**src/rtl/st_to_mm_adapter_pkg.sv**
```systemverilog
// Shared definitions for the ST-to-MM read bridge: the MM address map and
// the bit positions of the fields in the STATUS register.
package st_mm_pkg;

  typedef enum logic [1:0] {
    ADDR_DATA   = 2'd0,
    ADDR_STATUS = 2'd1,
    ADDR_PKTCNT = 2'd2,
    ADDR_RSVD   = 2'd3
  } addr_e;

  localparam int ST_EMPTY     = 0;
  localparam int ST_FULL      = 1;
  localparam int ST_SOP       = 2;
  localparam int ST_EOP       = 3;
  localparam int ST_COUNT_LSB = 4;

endpackage

```
**src/rtl/st_to_mm_adapter_if.sv**
```systemverilog
// Bundles the Avalon-ST sink and Avalon-MM read-slave signals of the bridge.
// The slave modport is the adapter's view; master is the environment's view.
interface st_to_mm_adapter_if #(
  parameter int WIDTH = 8
) ();

  logic             in_ready;
  logic             in_valid;
  logic [WIDTH-1:0] in_data;
  logic             in_sop;
  logic             in_eop;

  logic             out_read;
  logic [1:0]       out_address;
  logic             out_waitrequest;
  logic [WIDTH-1:0] out_readdata;
  logic             out_readdatavalid;

  modport slave (
    output in_ready,
    input  in_valid, in_data, in_sop, in_eop,
    input  out_read, out_address,
    output out_waitrequest, out_readdata, out_readdatavalid
  );

  modport master (
    input  in_ready,
    output in_valid, in_data, in_sop, in_eop,
    output out_read, out_address,
    input  out_waitrequest, out_readdata, out_readdatavalid
  );

endinterface

```
**src/rtl/st_to_mm_adapter_fifo.sv**
```systemverilog
// Synchronous FIFO with registered count and a combinational head-of-queue
// view; no bypass, so a pushed word becomes visible the cycle after the push.
module sync_fifo #(
  parameter int WIDTH = 10,
  parameter int DEPTH = 4
) (
  input  logic                   clk_i,
  input  logic                   rst_ni,
  input  logic                   push_i,
  input  logic [WIDTH-1:0]       wdata_i,
  input  logic                   pop_i,
  output logic                   full_o,
  output logic                   empty_o,
  output logic [$clog2(DEPTH):0] count_o,
  output logic [WIDTH-1:0]       head_o
);

  localparam int AW = $clog2(DEPTH);
  localparam int CW = AW + 1;

  logic [WIDTH-1:0] mem_q [DEPTH];
  logic [AW-1:0]    wr_ptr_q, rd_ptr_q;
  logic [CW-1:0]    count_q;
  logic             do_push, do_pop;

  assign full_o  = (count_q == CW'(DEPTH));
  assign empty_o = (count_q == '0);
  assign do_push = push_i && !full_o;
  assign do_pop  = pop_i && !empty_o;
  assign count_o = count_q;
  assign head_o  = mem_q[rd_ptr_q];

  // NOTE: storage is deliberately not reset; count gates every read of it,
  // and leaving it out of reset keeps it mappable to plain RAM.
  always_ff @(posedge clk_i) begin
    if (do_push) mem_q[wr_ptr_q] <= wdata_i;
  end

  // NOTE: sequential state uses non-blocking assignments so every register
  // samples pre-edge values regardless of statement order.
  always_ff @(posedge clk_i) begin
    if (!rst_ni) begin
      wr_ptr_q <= '0;
      rd_ptr_q <= '0;
      count_q  <= '0;
    end else begin
      if (do_push) wr_ptr_q <= wr_ptr_q + AW'(1);
      if (do_pop)  rd_ptr_q <= rd_ptr_q + AW'(1);
      case ({do_push, do_pop})
        2'b10:   count_q <= count_q + CW'(1);
        2'b01:   count_q <= count_q - CW'(1);
        default: count_q <= count_q;
      endcase
    end
  end

endmodule

```
**src/rtl/st_to_mm_adapter.sv**
```systemverilog
// Avalon-ST sink to Avalon-MM read-slave bridge: words are buffered in a FIFO
// and drained by DATA reads. Optional macro ST_TO_MM_PKT_COUNT_EN enables a
// clear-on-read end-of-packet counter at address 2.
module st_to_mm_adapter
  import st_mm_pkg::*;
#(
  parameter int WIDTH = 8,
  parameter int DEPTH = 4
) (
  input  logic              clock,
  input  logic              reset,
  st_to_mm_adapter_if.slave bus
);

  localparam int CW = $clog2(DEPTH) + 1;

  logic             fifo_push, fifo_pop, fifo_full, fifo_empty;
  logic [CW-1:0]    fifo_count;
  logic [WIDTH+1:0] fifo_head;
  logic             head_sop, head_eop;
  logic [WIDTH-1:0] head_data;
  addr_e            addr;
  logic             rd_accept;
  logic [WIDTH-1:0] status_word, pktcnt_word;
  logic [WIDTH-1:0] readdata_d, readdata_q;
  logic             readdatavalid_q;

  assign addr                = addr_e'(bus.out_address);
  assign bus.in_ready        = !fifo_full && reset;
  assign bus.out_waitrequest = (bus.out_read && (addr == ADDR_DATA) && fifo_empty) || !reset;
  assign rd_accept           = bus.out_read && !bus.out_waitrequest;
  assign fifo_push           = bus.in_valid && bus.in_ready;
  assign fifo_pop            = rd_accept && (addr == ADDR_DATA);
  assign {head_sop, head_eop, head_data} = fifo_head;

  sync_fifo #(
    .WIDTH (WIDTH + 2),
    .DEPTH (DEPTH)
  ) u_fifo (
    .clk_i   (clock),
    .rst_ni  (reset),
    .push_i  (fifo_push),
    .wdata_i ({bus.in_sop, bus.in_eop, bus.in_data}),
    .pop_i   (fifo_pop),
    .full_o  (fifo_full),
    .empty_o (fifo_empty),
    .count_o (fifo_count),
    .head_o  (fifo_head)
  );

  // Head flags are masked while empty so stale storage never leaks out.
  always_comb begin
    status_word                       = '0;
    status_word[ST_EMPTY]             = fifo_empty;
    status_word[ST_FULL]              = fifo_full;
    status_word[ST_SOP]               = !fifo_empty && head_sop;
    status_word[ST_EOP]               = !fifo_empty && head_eop;
    status_word[ST_COUNT_LSB +: CW]   = fifo_count;
  end

`ifdef ST_TO_MM_PKT_COUNT_EN
  logic [WIDTH-1:0] pktcnt_q, pktcnt_d;
  logic             pkt_inc, pkt_clr;

  assign pkt_inc = fifo_push && bus.in_eop;
  assign pkt_clr = rd_accept && (addr == ADDR_PKTCNT);

  // A read-clear racing an increment keeps the new packet: counter lands on 1.
  always_comb begin
    pktcnt_d = pktcnt_q;
    if (pkt_clr)      pktcnt_d = WIDTH'(pkt_inc);
    else if (pkt_inc) pktcnt_d = pktcnt_q + WIDTH'(1);
  end

  always_ff @(posedge clock) begin
    if (!reset) pktcnt_q <= '0;
    else        pktcnt_q <= pktcnt_d;
  end

  assign pktcnt_word = pktcnt_q;
`else
  assign pktcnt_word = '0;
`endif

  // NOTE: every always_comb output gets a default first, so no path can
  // leave it unassigned and infer a latch.
  always_comb begin
    readdata_d = '0;
    case (addr)
      ADDR_DATA:   readdata_d = head_data;
      ADDR_STATUS: readdata_d = status_word;
      ADDR_PKTCNT: readdata_d = pktcnt_word;
      default:     readdata_d = '0;
    endcase
  end

  always_ff @(posedge clock) begin
    if (!reset) begin
      readdata_q      <= '0;
      readdatavalid_q <= 1'b0;
    end else begin
      readdatavalid_q <= rd_accept;
      if (rd_accept) readdata_q <= readdata_d;
    end
  end

  assign bus.out_readdata      = readdata_q;
  assign bus.out_readdatavalid = readdatavalid_q;

endmodule

```
**src/flat_wrapper.sv**
```systemverilog
// flat-port wrapper written by rule: the top's interface ports become plain ports
module st_to_mm_adapter_flat import st_mm_pkg::*;
#(
  parameter int WIDTH = 8,
  parameter int DEPTH = 4
)
  (clock, reset, bus_in_ready, bus_in_valid, bus_in_data, bus_in_sop, bus_in_eop, bus_out_read, bus_out_address, bus_out_waitrequest, bus_out_readdata, bus_out_readdatavalid);
  st_to_mm_adapter_if #(.WIDTH(WIDTH)) bus_i ();
  input  logic clock;
  input  logic reset;
  output wire logic [$bits(bus_i.in_ready)-1:0] bus_in_ready;
  input wire logic [$bits(bus_i.in_valid)-1:0] bus_in_valid;
  input wire logic [$bits(bus_i.in_data)-1:0] bus_in_data;
  input wire logic [$bits(bus_i.in_sop)-1:0] bus_in_sop;
  input wire logic [$bits(bus_i.in_eop)-1:0] bus_in_eop;
  input wire logic [$bits(bus_i.out_read)-1:0] bus_out_read;
  input wire logic [$bits(bus_i.out_address)-1:0] bus_out_address;
  output wire logic [$bits(bus_i.out_waitrequest)-1:0] bus_out_waitrequest;
  output wire logic [$bits(bus_i.out_readdata)-1:0] bus_out_readdata;
  output wire logic [$bits(bus_i.out_readdatavalid)-1:0] bus_out_readdatavalid;
  assign bus_in_ready = bus_i.in_ready;
  assign bus_i.in_valid = bus_in_valid;
  assign bus_i.in_data = bus_in_data;
  assign bus_i.in_sop = bus_in_sop;
  assign bus_i.in_eop = bus_in_eop;
  assign bus_i.out_read = bus_out_read;
  assign bus_i.out_address = bus_out_address;
  assign bus_out_waitrequest = bus_i.out_waitrequest;
  assign bus_out_readdata = bus_i.out_readdata;
  assign bus_out_readdatavalid = bus_i.out_readdatavalid;
  st_to_mm_adapter #(.WIDTH(WIDTH), .DEPTH(DEPTH)) u_core (.clock(clock), .reset(reset), .bus(bus_i));
endmodule
```
**config.mk**
```make
export PLATFORM = sky130hd
export DESIGN_NAME = st_to_mm_adapter_flat
export DESIGN_NICKNAME = d
export VERILOG_FILES = /design/src/rtl/st_to_mm_adapter_pkg.sv /design/src/rtl/st_to_mm_adapter_if.sv /design/src/rtl/st_to_mm_adapter_fifo.sv /design/src/rtl/st_to_mm_adapter.sv /design/src/flat_wrapper.sv
export SDC_FILE = /design/constraint.sdc
export NUM_CORES = 1
export LEC_CHECK = 0
export ABC_CLOCK_PERIOD_IN_PS = 2500
export CAP_MARGIN = 30
export CORE_ASPECT_RATIO = 1.2
export CORE_MARGIN = 3
export CORE_UTILIZATION = 49
export CTS_BUF_LIST = sky130_fd_sc_hd__clkbuf_16
export CTS_CLUSTER_SIZE = 16
export DETAILED_ROUTE_END_ITERATION = 10
export GPL_TIMING_DRIVEN = 0
export PLACE_DENSITY = 0.7
export RECOVER_POWER = 25
export SLEW_MARGIN = 20
export SYNTH_ARGS = -nofsm -noshare
export SYNTH_HDL_FRONTEND = slang
export SYNTH_SLANG_ARGS = --single-unit
```
**constraint.sdc**
```tcl
create_clock -name clock -period 2.5 [get_ports clock]
set_clock_uncertainty 0.2 [all_clocks]
set_input_delay 0.625 -clock clock [delete_from_list [all_inputs] [get_ports clock]]
set_output_delay 0.625 -clock clock [all_outputs]
set_load 0.01 [all_outputs]
```
# ---- Word-level counts from Yosys, hierarchy flattened
# Memories as Yosys holds them, arrays and structs flattened. A register that Yosys moved wholly into a read port is not among the register bits.
# Cells that the tools add are included.
dict set report word_totals {
  word_cells 38
  out_inout_bits 11
  ram_bits 40
  memories 1
  inputBits 16
  register_bits 16
}
dict set report classes {
  n_reduce_logical 18
  muxes 6
  n_eq_ne 4
  addsub 4
}
# memory depth word_bits read_ports rd_ports_with_merged_regs write_ports line
set memory_table {}
lappend memory_table {u_core.u_fifo.mem_q 4 10 1 1 1 st_to_mm_adapter_fifo.sv:21} ;# logic [WIDTH-1:0] mem_q [DEPTH];
# op n
set op_table {}
lappend op_table {{$pmux W8 S2} 1}
lappend op_table {{$logic_and A1 B1 Y1} 10}
lappend op_table {{$pmux W3 S2} 1}
lappend op_table {{$add A2 B1 Y2 const B} 2}
lappend op_table {{$eq A2 B1 Y1 const B} 2}
lappend op_table {{$logic_not A1 Y1} 4}
lappend op_table {{$mux W2} 2}
lappend op_table {{$add A3 B1 Y3 const B} 1}
lappend op_table {{$eq A3 B3 Y1 const B} 1}
lappend op_table {{$logic_not A3 Y1} 1}
lappend op_table {{$sub A3 B1 Y3 const B} 1}
lappend op_table {{$eq A2 B2 Y1 const B} 1}
lappend op_table {{$logic_not A2 Y1} 1}
lappend op_table {{$mux W1} 2}
lappend op_table {{$reduce_bool A2 Y1} 1}
lappend op_table {{$logic_or A1 B1 Y1} 1}

# ---- Longest topological paths before layout
# Gate-level depths: netlist (run 1).
dict set report logic_depth {
  word_depth 10
  ltp_mapped 10
  depth_no_buf 9
}

# ---- By module
# A second synthesis (run 1) with hierarchy kept.
dict set report hier_totals {
  hier_cells 156
  hier_area_um2 2424.8
}
# module n_inst seq_area_each_um2 area_each_um2 cells_per_inst
set modules_own_cells {}
lappend modules_own_cells {sync_fifo 1 1381.3 1933.1 106}
lappend modules_own_cells {st_to_mm_adapter 1 180.2 491.7 50}

# ---- Least setup slack after synthesis (run 1)
# No wires, ideal clock.
dict set report synth_timing {
  path_kind {input-to-reg}
  start {in bus_out_address[0]}
  end {reg u_core.u_fifo.count_q[2], in the netlist u_core.u_fifo.count_o[2]}
  stages 10
  n_path_buf 1
  t_required_ns 2.229
  arrival_time_ns 2.506
  setup_ns 0.071
  setup_slack_ns -0.277
  path_cell_list {buf_2 > nor3b_1 > nand3_1 > inv_1 > ha_1 > inv_1 > fa_1 > xor2_1 > or3_2 > a21oi_1}
}
dict set report synth_between {
  elab_chain_cells 10
  word_cells_on_any_way 12
  cone_classes {2 x eq/ne; 1 x mux; 9 x reduce/logical}
}
# item line
set synth_lines {}
lappend synth_lines {{start, declared} flat_wrapper.sv:17} ;# input wire logic [$bits(bus_i.out_address)-1:0] bus_out_address;
lappend synth_lines {{$logic_not A2 Y1 *} {st_to_mm_adapter.sv:30, st_to_mm_adapter.sv:33}}
lappend synth_lines {{$logic_and A1 B1 Y1 (2 in a row)} st_to_mm_adapter.sv:30} ;# assign bus.out_waitrequest = (bus.out_read && (addr == ADDR_DATA) && fifo_empty) || !reset;
lappend synth_lines {{$logic_or A1 B1 Y1} st_to_mm_adapter.sv:30}
lappend synth_lines {{$logic_not A1 Y1} st_to_mm_adapter.sv:31} ;# assign rd_accept = bus.out_read && !bus.out_waitrequest;
lappend synth_lines {{$logic_and A1 B1 Y1} st_to_mm_adapter.sv:31}
lappend synth_lines {{$logic_and A1 B1 Y1 *} st_to_mm_adapter.sv:33} ;# assign fifo_pop = rd_accept && (addr == ADDR_DATA);
lappend synth_lines {{$logic_and A1 B1 Y1 *} st_to_mm_adapter_fifo.sv:29} ;# assign do_pop = pop_i && !empty_o;
lappend synth_lines {{named net u_core.u_fifo.do_pop} st_to_mm_adapter_fifo.sv:24} ;# logic do_push, do_pop;
lappend synth_lines {{$eq A2 B1 Y1 or $eq A2 B2 Y1 (tied branches)} st_to_mm_adapter_fifo.sv:49} ;# case ({do_push, do_pop})
lappend synth_lines {{$pmux W3 S2 or $reduce_bool A2 Y1 (tied branches)} --}
lappend synth_lines {{end signal, assigned} st_to_mm_adapter_fifo.sv:50} ;# 2'b10: count_q <= count_q + CW'(1);
lappend synth_lines {{end signal, assigned} st_to_mm_adapter_fifo.sv:51} ;# 2'b01: count_q <= count_q - CW'(1);
lappend synth_lines {{end signal, assigned} st_to_mm_adapter_fifo.sv:52} ;# default: count_q <= count_q;
lappend synth_lines {{end, declared} st_to_mm_adapter_fifo.sv:23} ;# logic [CW-1:0] count_q;
# Mark *: on every way through the listed nets, which the timed path passes. The rest lies on a longest branch.
# A chain may end at the register's enable or synchronous reset.

# ---- Worst setup path after layout (run 1)
dict set report layout_timing {
  start {in bus_out_address[1]}
  end {out bus_out_waitrequest}
}
dict set report layout_between {
  elab_chain_cells 4
}
# item line
set layout_lines {}
lappend layout_lines {{$logic_not A2 Y1} st_to_mm_adapter.sv:30}
lappend layout_lines {{$logic_and A1 B1 Y1 (2 in a row)} st_to_mm_adapter.sv:30}
lappend layout_lines {{$logic_or A1 B1 Y1} st_to_mm_adapter.sv:30}
lappend layout_lines {{end, declared} flat_wrapper.sv:18} ;# output wire logic [$bits(bus_i.out_waitrequest)-1:0] bus_out_waitrequest;
# Every way passes these cells.

==> results.yml, run 1 <==
run_status:
  status: "completed"
synth:
  synth-compound-area-share: 0.0606
  synth-adder-area-share: 0.0354
  synth_cells: 145
  syn_avg_cell_area_um2: 16.1
  synth_xor_area_frac: 0.0188
  ys_ff_latch: 58
  synth_cell_type_count: 33
  netlist_area_um2: 2330
  synthSimpleGateAreaFrac: 0.0821
  synth_top_family_by_area: "multiplexers"
  ys.warnings.count: 0
  synth.area.mux_share: 0.105
  syn_nets: 167
  synth-seq-area-share: 0.670
drt:
  avgRoutedWirePerCell_um: 18.0
  drc_errors: 0
  drtAntennaViolNets: 0
  routed_wl_um: 4380
  drt-initial-drc-count: 58
  avgViaCountPerCell: 5.39
  drt_pre_antenna_iters: 4
  num_vias: 1316
floorplan:
  num_rows: 26
  dieArea_um2: 5630
  start_util: 0.527
  pin_count: 27
  die_y_um: 81.6
  die_w_um: 69.0
  core_um2: 4420
placement:
  placed_cells: 226
  gp_congestion: 0.712
  place_worst_setup_slack_ns: -0.768
  hpwl_um: 2970
  io_buffers: 25
  dpl_cell_area_um2: 2690
worst_setup_path:
  path_buf_inv: 2
  critPathLaunchType: "primary input"
  cp_cell_sequence: "buf_2 -> or3b_2 -> o21ai_1 -> clkdlybuf4s15_2"
  required_ns: 1.67
  crit_family: "simple AND/OR/NAND/NOR gates"
  cp_max_fo: 6
  reg2reg_slack_ns: 0.06
  critPathSlowestCell: "or3b_2"
  slowest_delay_ns: 0.48
  endpoint_kind: "output pin"
  reg2reg_to: "u_core.u_fifo.count_o[2]"
  r2r_cells: 9
  r2r-start: "u_core.u_fifo.count_o[1]"
  critPathKind: "primary input to output pin"
  arrival_ns: 1.63
power:
  ir_drop_mv: 0.646
  power_switching_mw: 0.468
  p_clk_frac: 0.480
  p_comb_frac: 0.064
  p_sw_frac: 0.199
  power_mw: 2.35
  p_int_mw: 1.88
  p_seq_frac: 0.456
  p_per_area_nw_per_um2: 779
  p_leak_nw: 1.05
timing:
  worstMarginPinSlew_ns: 0.636
  min_period_ns: 2.46
  layout_setup_ws_ns: 0.0413
  finalSetupViolations: 0
  max_slew_margin: 0.576
  max_freq_mhz: 407
  whs_ns: 0.278
  drv_slew: 0
  finalHoldViolations: 0
  fin_crit_sh: 0.983
clock_tree:
  cts_tree: "built"
  numCtsBuffers: 9
  cts_root_buffer: "clkbuf_16"
  clock_sinks: 58
  clkTransAtPathRegs_ns: 0.05
  clk_latency_ns: 0.32
  cts.path.max_buffers: 2
  htree_levels: 3
cells_and_area:
  synthToLayoutAreaGrowth_pct: 29.2
  drive_above_1_share: 0.277
  stdcell_area_um2: 3010
  fin_nets: 205
  instances_no_fill: 244
  num_antenna_cells: 0
  n_fill_cell: 310
grt:
  antenna_found_initial: 0
  overflow: 0
  grt_pass1_vias: 1403
  grt_pass1_wl_um: 6910
  gr-usage-all-layers: 0.183
  grt_max_degree: 11
job:
  cap_violations: 0
worst_hold_path:
  hold_end: "u_core.bus.out_readdata[1]"
  hold_class: "flip-flop to flip-flop"
  worstHoldStart: "u_core.bus.out_readdata[1]"
  min_path_cells: 2
[per-stage QoR]
step | utilization | setup TNS (ns)
global route | 0.681 | -0.00686
floorplan | - | -0.0476
finish | 0.681 | 0
global placement | 0.608 | -9.26
CTS | 0.671 | 0
detailed placement | 0.608 | -8.95
[worst register-to-register path: cells and delay by family (launching register included)]
family	cells	cell delay (ns)
AND/OR/NAND/NOR	3	0.92
adder cells (fa/ha/maj)	2	0.50
flip-flops	1	0.35
XOR/XNOR	1	0.16
AO/OA/AOI/OAI	1	0.14
buffers and inverters	2	0.10
[cell usage after synthesis (all sizes together)]
master / number / area [µm²]
or3: 3 / 25.0
a22oi: 1 / 7.51
nor2: 10 / 37.5
xnor2: 2 / 17.5
a221o: 4 / 45.0
or3b: 2 / 17.5
dfxtp: 18 / 360
fa: 1 / 20.0
mux2i: 2 / 20.0
nor3b: 2 / 15.0
a21oi: 3 / 15.0
o21ai: 3 / 15.0
and2: 6 / 37.5
inv: 8 / 30.0
clkbuf: 2 / 7.51
and3: 1 / 6.26
xor2: 3 / 26.3
buf: 4 / 28.8
mux4: 10 / 225
nand3: 3 / 15.0
o2bb2ai: 2 / 17.5
edfxtp: 40 / 1200
nor2b: 4 / 25.0
o31ai: 3 / 41.3
nor3: 1 / 5.00
nand2: 2 / 7.51
ha: 5 / 62.6
[power groups by stage]
stage	Clock, mW	Combinational, mW	Sequential (mW)
6_report	1.13	0.150	1.07
4_1_cts	1.15	0.149	1.07
3_3_place_gp	0	0.144	1.09
2_1_floorplan	0	0.0836	1.09
5_1_grt	1.20	0.166	1.07
3_5_place_dp	0	0.150	1.09
[sequential cells by signal, summed over array words and instances (netlist names), named ones only]
| name | count |
|---|---|
| u_core.bus.out_readdata | 8 |
| u_core.bus.out_readdatavalid | 1 |
| u_core.u_fifo.count_o | 3 |
| u_core.u_fifo.mem_q | 40 |
| u_core.u_fifo.rd_ptr_q | 2 |
| u_core.u_fifo.wr_ptr_q | 2 |
[metal layers]
| metal | up-vias | share of wire | global-route usage |
|---|---|---|---|
| met1 | 651 | 0.40 | 0.202 |
| met4 | 0 | 0.030 | 0.117 |
| met5 | - | 0 | 0 |
| met3 | 11 | 0.043 | 0.0451 |
| li1 | 620 | - | - |
| met2 | 34 | 0.53 | 0.310 |
[what timing repair did]
action | in CTS | in global routing
cloned | 0 | 0
endpoints found under the setup margin | 4 | 1
resized for setup | 19 | 7
hold buffers | 0 | 0
setup buffers | 1 | 2
endpoints found under the hold margin | 0 | 0
pin swaps | 1 | 4
[logic make-up after synthesis]
kind of cell / after synthesis
XOR/XNOR: 5
flip-flops: 58
adder cells (fa/ha/maj): 6
AO/OA/AOI/OAI: 16
AND/OR/NAND/NOR: 34
buffers and inverters: 14
multiplexers: 12
[final cells by class]
class,instances,area (µm²),area share
inverter,8,30.0,0.00997
buffer,5,41.3,0.0137
clock inverter,7,53.8,0.0179
timing repair buffer,28,262,0.0868
tap,56,70.1,0.0233
clock buffer,9,225,0.0748
multi-input combinational,73,758,0.252
sequential,58,1570,0.522
[layout by cell type (no fill, tap or decap), types with 3 or more instances in the layout]
cell type and n:
dfxtp_1 15, dlygate4sd3_1 8, nor2b_1 4, clkbuf_16 9
inv_1 9, buf_4 4, nor2_1 10, ha_1 4
edfxtp_1 40, a221o_2 4, clkdlybuf4s50_1 12, and2_1 6
dfxtp_4 3, mux4_2 10
[how the worst max path moves through the flow]
stage	startpoint	endpoint	slack (ns)	depth (start not counted)
after floorplan	bus_out_address[0]	u_core.u_fifo.count_o[2]	-0.05	10
after global placement	bus_out_address[1]	bus_out_waitrequest	-0.73	4
after detailed placement	bus_out_address[1]	bus_out_waitrequest	-0.77	4
after CTS	u_core.u_fifo.count_o[0]	u_core.u_fifo.count_o[2]	0.03	9
after global routing	u_core.u_fifo.count_o[2]	u_core.u_fifo.count_o[2]	-0.007	9
final	bus_out_address[1]	bus_out_waitrequest	0.04	4
Note: power is estimated with default switching activity, not from simulation.
==> inputs of run 2 (changes only) <==
--- a/config.mk
+++ b/config.mk
@@ -13,10 +13,9 @@
 export CTS_BUF_LIST = sky130_fd_sc_hd__clkbuf_16
 export CTS_CLUSTER_SIZE = 16
 export DETAILED_ROUTE_END_ITERATION = 10
-export GPL_TIMING_DRIVEN = 0
 export PLACE_DENSITY = 0.7
 export RECOVER_POWER = 25
-export SLEW_MARGIN = 20
 export SYNTH_ARGS = -nofsm -noshare
 export SYNTH_HDL_FRONTEND = slang
+export SYNTH_HIERARCHICAL = 1
 export SYNTH_SLANG_ARGS = --single-unit
==> results.yml, run 2 <==
worst_setup_path:
  required_ns: 1.67
  arrival_ns: 1.59
  endpoint_kind: "output pin"
  r2r_cells: 9
  critPathLaunchType: "flip-flop"
  critPathKind: "flip-flop to output pin"
  reg2reg_slack_ns: 0.10
  cp_max_fo: 5
clock_tree:
  cts_root_buffer: "clkbuf_16"
  holdBufCountCts: 0
  numCtsBuffers: 9
  clock_sinks: 58
  cts_tree: "built"
  clk_latency_ns: 0.32
  cts.path.max_buffers: 2
  clkTransAtPathRegs_ns: 0.05
  htree_levels: 3
timing:
  min_period_ns: 2.42
  max_freq_mhz: 414
  fin_tns_setup_ns: 0
  worstMarginPinSlew_ns: 0.483
  fin_crit_sh: 0.967
  finalHoldViolations: 0
  layout_setup_ws_ns: 0.0817
  finalSetupViolations: 0
  max_slew_margin: 0.678
  drv_slew: 0
  rsz0062_at_grt: "false"
  whs_ns: 0.280
placement:
  io_buffers: 26
  gp_congestion: 0.780
  place_worst_setup_slack_ns: -0.656
  placed_cells: 256
  hpwl_um: 3280
synth:
  synth.area.mux_share: 0.135
  synth-compound-area-share: 0.0495
  synth.cells.most_frequent: "edfxtp_1 (40), dfxtp_1 (18), nand2_1 (11), mux4_2 (10), mux2i_1 (9)"
  synthSimpleGateAreaFrac: 0.105
  synth-adder-area-share: 0.0341
  synth-main-ff-cell: "edfxtp_1"
  synth_area_leaders: "edfxtp_1 (50%), dfxtp_1 (15%), mux4_2 (9.3%)"
  synth_cell_type_count: 35
  netlist_area_um2: 2420
  synth_edf_count: 40
  ys_ff_latch: 58
  synth_area_leader_cell: "edfxtp_1"
  syn_nets: 178
  ys.warnings.count: 6
  async_flop_share: 0
  synth_cells: 156
  syn_avg_cell_area_um2: 15.5
  synth_xor_area_frac: 0.00722
  synth_top_family_by_area: "multiplexers"
  synth_top_area_share: 0.495
  synth_most_common_cell: "edfxtp_1"
  synth-seq-area-share: 0.644
grt:
  grt_pass1_wl_um: 8140
  grt_pass1_vias: 1646
  met2_usage: 0.316
  antenna_found_initial: 0
  grt_most_used_layer: "met2"
  grt_max_degree: 21
  gr-usage-all-layers: 0.186
  use_met1: 0.218
  grtUsageMet3: 0.0605
  overflow: 0
drt:
  routed_wl_um: 4780
  avgViaCountPerCell: 5.43
  drtAntennaViolNets: 0
  drt-initial-drc-count: 73
  drt_pre_antenna_iters: 4
  drc_errors: 0
  avgRoutedWirePerCell_um: 17.3
  num_vias: 1498
cells_and_area:
  regMostFlops: "u_core/u_fifo/mem_q"
  largest_register_ffs: 40
  layout_commonest_cell: "edfxtp_1"
  n_fill_cell: 308
  layout_common_cells: "edfxtp_1 (40), buf_4 (22), dfxtp_1 (15)"
  fin_nets: 235
  synthToLayoutAreaGrowth_pct: 39.3
  instances_no_fill: 276
  drive_above_1_share: 0.330
  num_antenna_cells: 0
floorplan:
  pin_count: 27
  die_y_um: 83.1
  die_w_um: 70.2
  dieArea_um2: 5830
  core_um2: 4700
  num_rows: 27
  start_util: 0.516
worst_hold_path:
  hold_class: "flip-flop to flip-flop"
  min_path_cells: 2
power:
  p_per_area_nw_per_um2: 767
  ir_drop_mv: 0.702
  p_leak_nw: 1.22
  power_mw: 2.59
run_status:
  status: "completed"
job:
  cap_violations: 0
[run 2: cell count changes after synthesis, sizes merged, moves of 4 or more]
cell and change:
a21boi +5, a221o -4, a31o +4, mux2i +7, nand2 +10, nor2 -9
nor4 +5
[run 2: where the power goes]
group | internal (mW) | leakage, nW | switching, mW
combinational | 0.0957 | 0.543 | 0.0830
sequential | 1.05 | 0.511 | 0.0130
clock | 0.960 | 0.162 | 0.388
[run 2: cell type report]
cell class	count	area (µm²)	share of cell area
clock inverters	7	109	0.0322
inverters	6	22.5	0.00667
repair buffers	53	504	0.149
flip-flops and latches	58	1570	0.465
clock buffers	9	225	0.0667
well taps	58	72.6	0.0215
multi-input cells	85	873	0.259
[run 2: metrics by stage]
step	utilization	cell area [µm²]
after floorplan	-	2490
after global placement	0.637	2990
after detailed placement	0.637	2990
after CTS	0.716	3360
after global routing	0.719	3380
final	0.719	3380
[run 2: final timing paths]
check                                                start                         end
worst max-delay path              u_core/u_fifo/count_o[2]         bus_out_waitrequest
worst min-delay path            u_core/bus.out_readdata[4]  u_core/bus.out_readdata[4]
worst max register to register    u_core/u_fifo/count_o[0]    u_core/u_fifo/count_o[2]
worst min register to register  u_core/bus.out_readdata[4]  u_core/bus.out_readdata[4]
[run 2: repair_timing]
action	4_1_cts	5_1_grt
gates resized for setup	17	11
pin swaps	2	4
endpoints found under the setup margin	4	2
setup buffers	2	2
[run 2: critical path, cell delays in order (launching register included)]
cell and delay (ns):
dfxtp_4 0.36, nor3_4 0.28, nor3b_4 0.25, nand2_1 0.07
nand2_1 0.06, dlygate4sd2_1 0.26
[run 2: kinds of logic after synthesis]
family                     count (synthesis)
AOI/OAI and AO/OA                         17
DFF                                       58
buffers and inverters                     13
and+or+nand+nor                           40
adders and majority gates                  6
muxes                                     20
xor gates and xnor gates                   2
[run 2: per-layer routing]
layer	vias up	wire length, µm
met3	7	210
li1	707	-
met2	38	2460
met5	-	0
met4	0	73
met1	746	2030
==> variant: new RTL, config.mk and constraints of run 1 <==
Change the package constant `ST_COUNT_LSB` from 4 to 5.
--- a/src/rtl/st_to_mm_adapter_pkg.sv
+++ b/src/rtl/st_to_mm_adapter_pkg.sv
@@ -15,3 +15,3 @@
   localparam int ST_EOP       = 3;
-  localparam int ST_COUNT_LSB = 4;
+  localparam int ST_COUNT_LSB = 5;
 
Formal check against the unedited RTL: not equivalent (Yosys sat finds a counterexample within 4 cycles, from zero or initial values and one cycle with reset low).
==> variant against run 1 <==
Synthesized area shrank 2.1%. Routed wire length shrank 7.3%. Worst setup slack gained 0.013 ns. Sequential cell count is the same. Core utilization shrank 0.76 points. Power shrank 1.1%. Critical path depth grew 6. Final area shrank 2.6%. First-iteration DRC count grew 28%. Critical path type is now input pin to flip-flop. Largest cell class unchanged.
==> variant: results (changes against run 1) <==
run_status:
  status: "finished, final reports clean"  # unchanged
global_routing:
  grt_pass1_vias: 1351  # was 1,403
  grt_max_degree: 11  # unchanged
  grt_antenna_before_repair: 0  # unchanged
  grt_pass1_wl_um: 6440  # was 6910 um
  grt_usage_pct: 17.4  # was 18.3%
worst_setup_path:
  critPathMaxFanout: 3  # was 6
  critical-path-max-stage-delay_ns: 0.33  # was 0.48 ns
  cp_slowest_cell: "fa_2"  # was or3b_2
  crit_arrival_ns: 2.48  # was 1.63 ns
detailed_routing:
  num_vias: 1281  # was 1,316
  wire_per_inst_um: 17.1  # was 18.0 um
  drt_iter0_markers: 74  # was 58
  dr.pass1.iters: 4  # unchanged
layout:
  largest_reg_flops: 40  # unchanged
  insertedDiodeCount: 0  # unchanged
  top_register: "u_core.u_fifo.mem_q"  # unchanged
  fillers: 321  # was 310
  finalNetCount: 198  # was 205
  stdcell_area_um2: 2940  # was 3010 um^2
  drive_above_1_share_pct: 23.8  # was 27.7%
placement:
  placed_cell_area_um2: 2650  # was 2690 um^2
  port_buffers: 26  # was 25
  dp_hpwl_um: 2770  # was 2970 um
  dp_worst_setup_slack_ns: -0.637  # was -0.768 ns
  gp_congestion: 0.866  # was 0.712
flow_run:
  maxCapViolCount: 0  # unchanged
pwr:
  p_leak_uw: 0.00103  # was 0.00105 uW
  irDropWorstVdd_mv: 0.558  # was 0.646 mV
  netSwitchingFraction_pct: 19.4  # was 19.9%
yosys:
  ys_seq_area_share_pct: 68.4  # was 67.0%
  synthArstFlopShare_pct: 0  # unchanged
  yosysWarningCount: 0  # unchanged
  synth_edf_count: 40  # unchanged
  ys_types: 33  # unchanged
  syn-num-nets: 160  # was 167
  synth_common_cells: "edfxtp_1 (40), dfxtp_1 (18), mux4_2 (10), nor2_1 (10), and2_1 (8)"  # was edfxtp_1 (40), dfxtp_1 (18), mux4_2 (10), nor2_1 (10), inv_1 (8)
  netlist_top_cells_area: "edfxtp_1 (53%), dfxtp_1 (16%), mux4_2 (9.9%)"  # was edfxtp_1 (52%), dfxtp_1 (15%), mux4_2 (9.7%)
timing:
  tightest_slew_ns: 0.633  # was 0.636 ns
cts:
  cts_buffers: 9  # unchanged
  cts_root_buffer: "clkbuf_16"  # unchanged
  htree_levels: 3  # unchanged
  path_clk_slew_ns: 0.05  # about the same
  insertion_delay_ns: 0.32  # about the same
  clockBufferDepth: 2  # unchanged
hold_path:
  hold_class: "flip-flop to flip-flop"  # unchanged
==> variant: final cells by class <==
cell class	count	area, um^2	share of cell area, %
flip-flops and latches	58	1570	53.4
multi-input cells	68	699	23.8
repair buffers	29	277	9.42
clock buffers	9	225	7.67
well taps	56	70.1	2.39
clock inverters	7	53.8	1.83
inverters	7	28.8	0.980
plain buffers	3	13.8	0.469
==> variant: power groups by stage <==
stage	logic (uW)	clock network (uW)	registers (uW)
floorplan	71.5	0	1090
global route	146	1190	1070
CTS	135	1140	1070
finish	132	1120	1070
detailed placement	138	0	1090
global placement	133	0	1080
==> variant: worst max-delay path: cells and delay by family <==
family | cells | cell delay [ns]
xor gates and xnor gates | 1 | 0.15
and+or+nand+nor | 4 | 0.82
buffers and inverters | 2 | 0.29
adders and majority gates | 2 | 0.46
AOI/OAI and AO/OA | 1 | 0.14
==> variant: worst paths after layout <==
path	start	to	slack (ns)	cells after the start
min reg2reg	u_core.bus.out_readdata[2]$_SDFFE_PN0N_	u_core.bus.out_readdata[2]$_SDFFE_PN0N_	0.28	1
max reg2reg	u_core.u_fifo.count_o[0]$_SDFFE_PN0P_	u_core.u_fifo.count_o[2]$_SDFFE_PN0P_	0.07	9
max	bus_out_address[0]	u_core.u_fifo.count_o[2]$_SDFFE_PN0P_	0.05	10
min	u_core.bus.out_readdata[2]$_SDFFE_PN0N_	u_core.bus.out_readdata[2]$_SDFFE_PN0N_	0.28	1
==> variant: cells by family (layout without fill, tap and decap cells) <==
logic type	count (synthesis)	count (layout)	synth area share, %
flops	58	58	68.4
simple gates	33	33	8.83
compound gates	14	14	4.93
buf+inv	12	55	2.41
mux	10	10	9.87
fa+ha+maj	6	6	3.62
xor+xnor	5	5	1.92
==> variant: metal layers <==
layer  GRT usage (%)  share of wire (%)  vias to the layer above
li1                -                  -                      601
met1            19.2                 40                      628
met2            27.8                 51                       41
met3            5.26                6.0                       11
met4            13.3                3.1                        0
met5               0                  0                        -
==> variant: repair_timing <==
item                                    in CTS  in global routing
pin swaps                                    3                  2
gates resized for setup                     13                  0
endpoints found under the hold margin        0                  0
hold buffers                                 0                  0
endpoints found under the setup margin       4                  1
setup buffers                                2                  1
==> variant: stage by stage <==
stage               hold slack (ns)  cells
finish                        0.282    237
CTS                           0.283    236
global placement              0.266    220
floorplan                     0.275    138
detailed placement            0.273    220
global route                  0.316    237
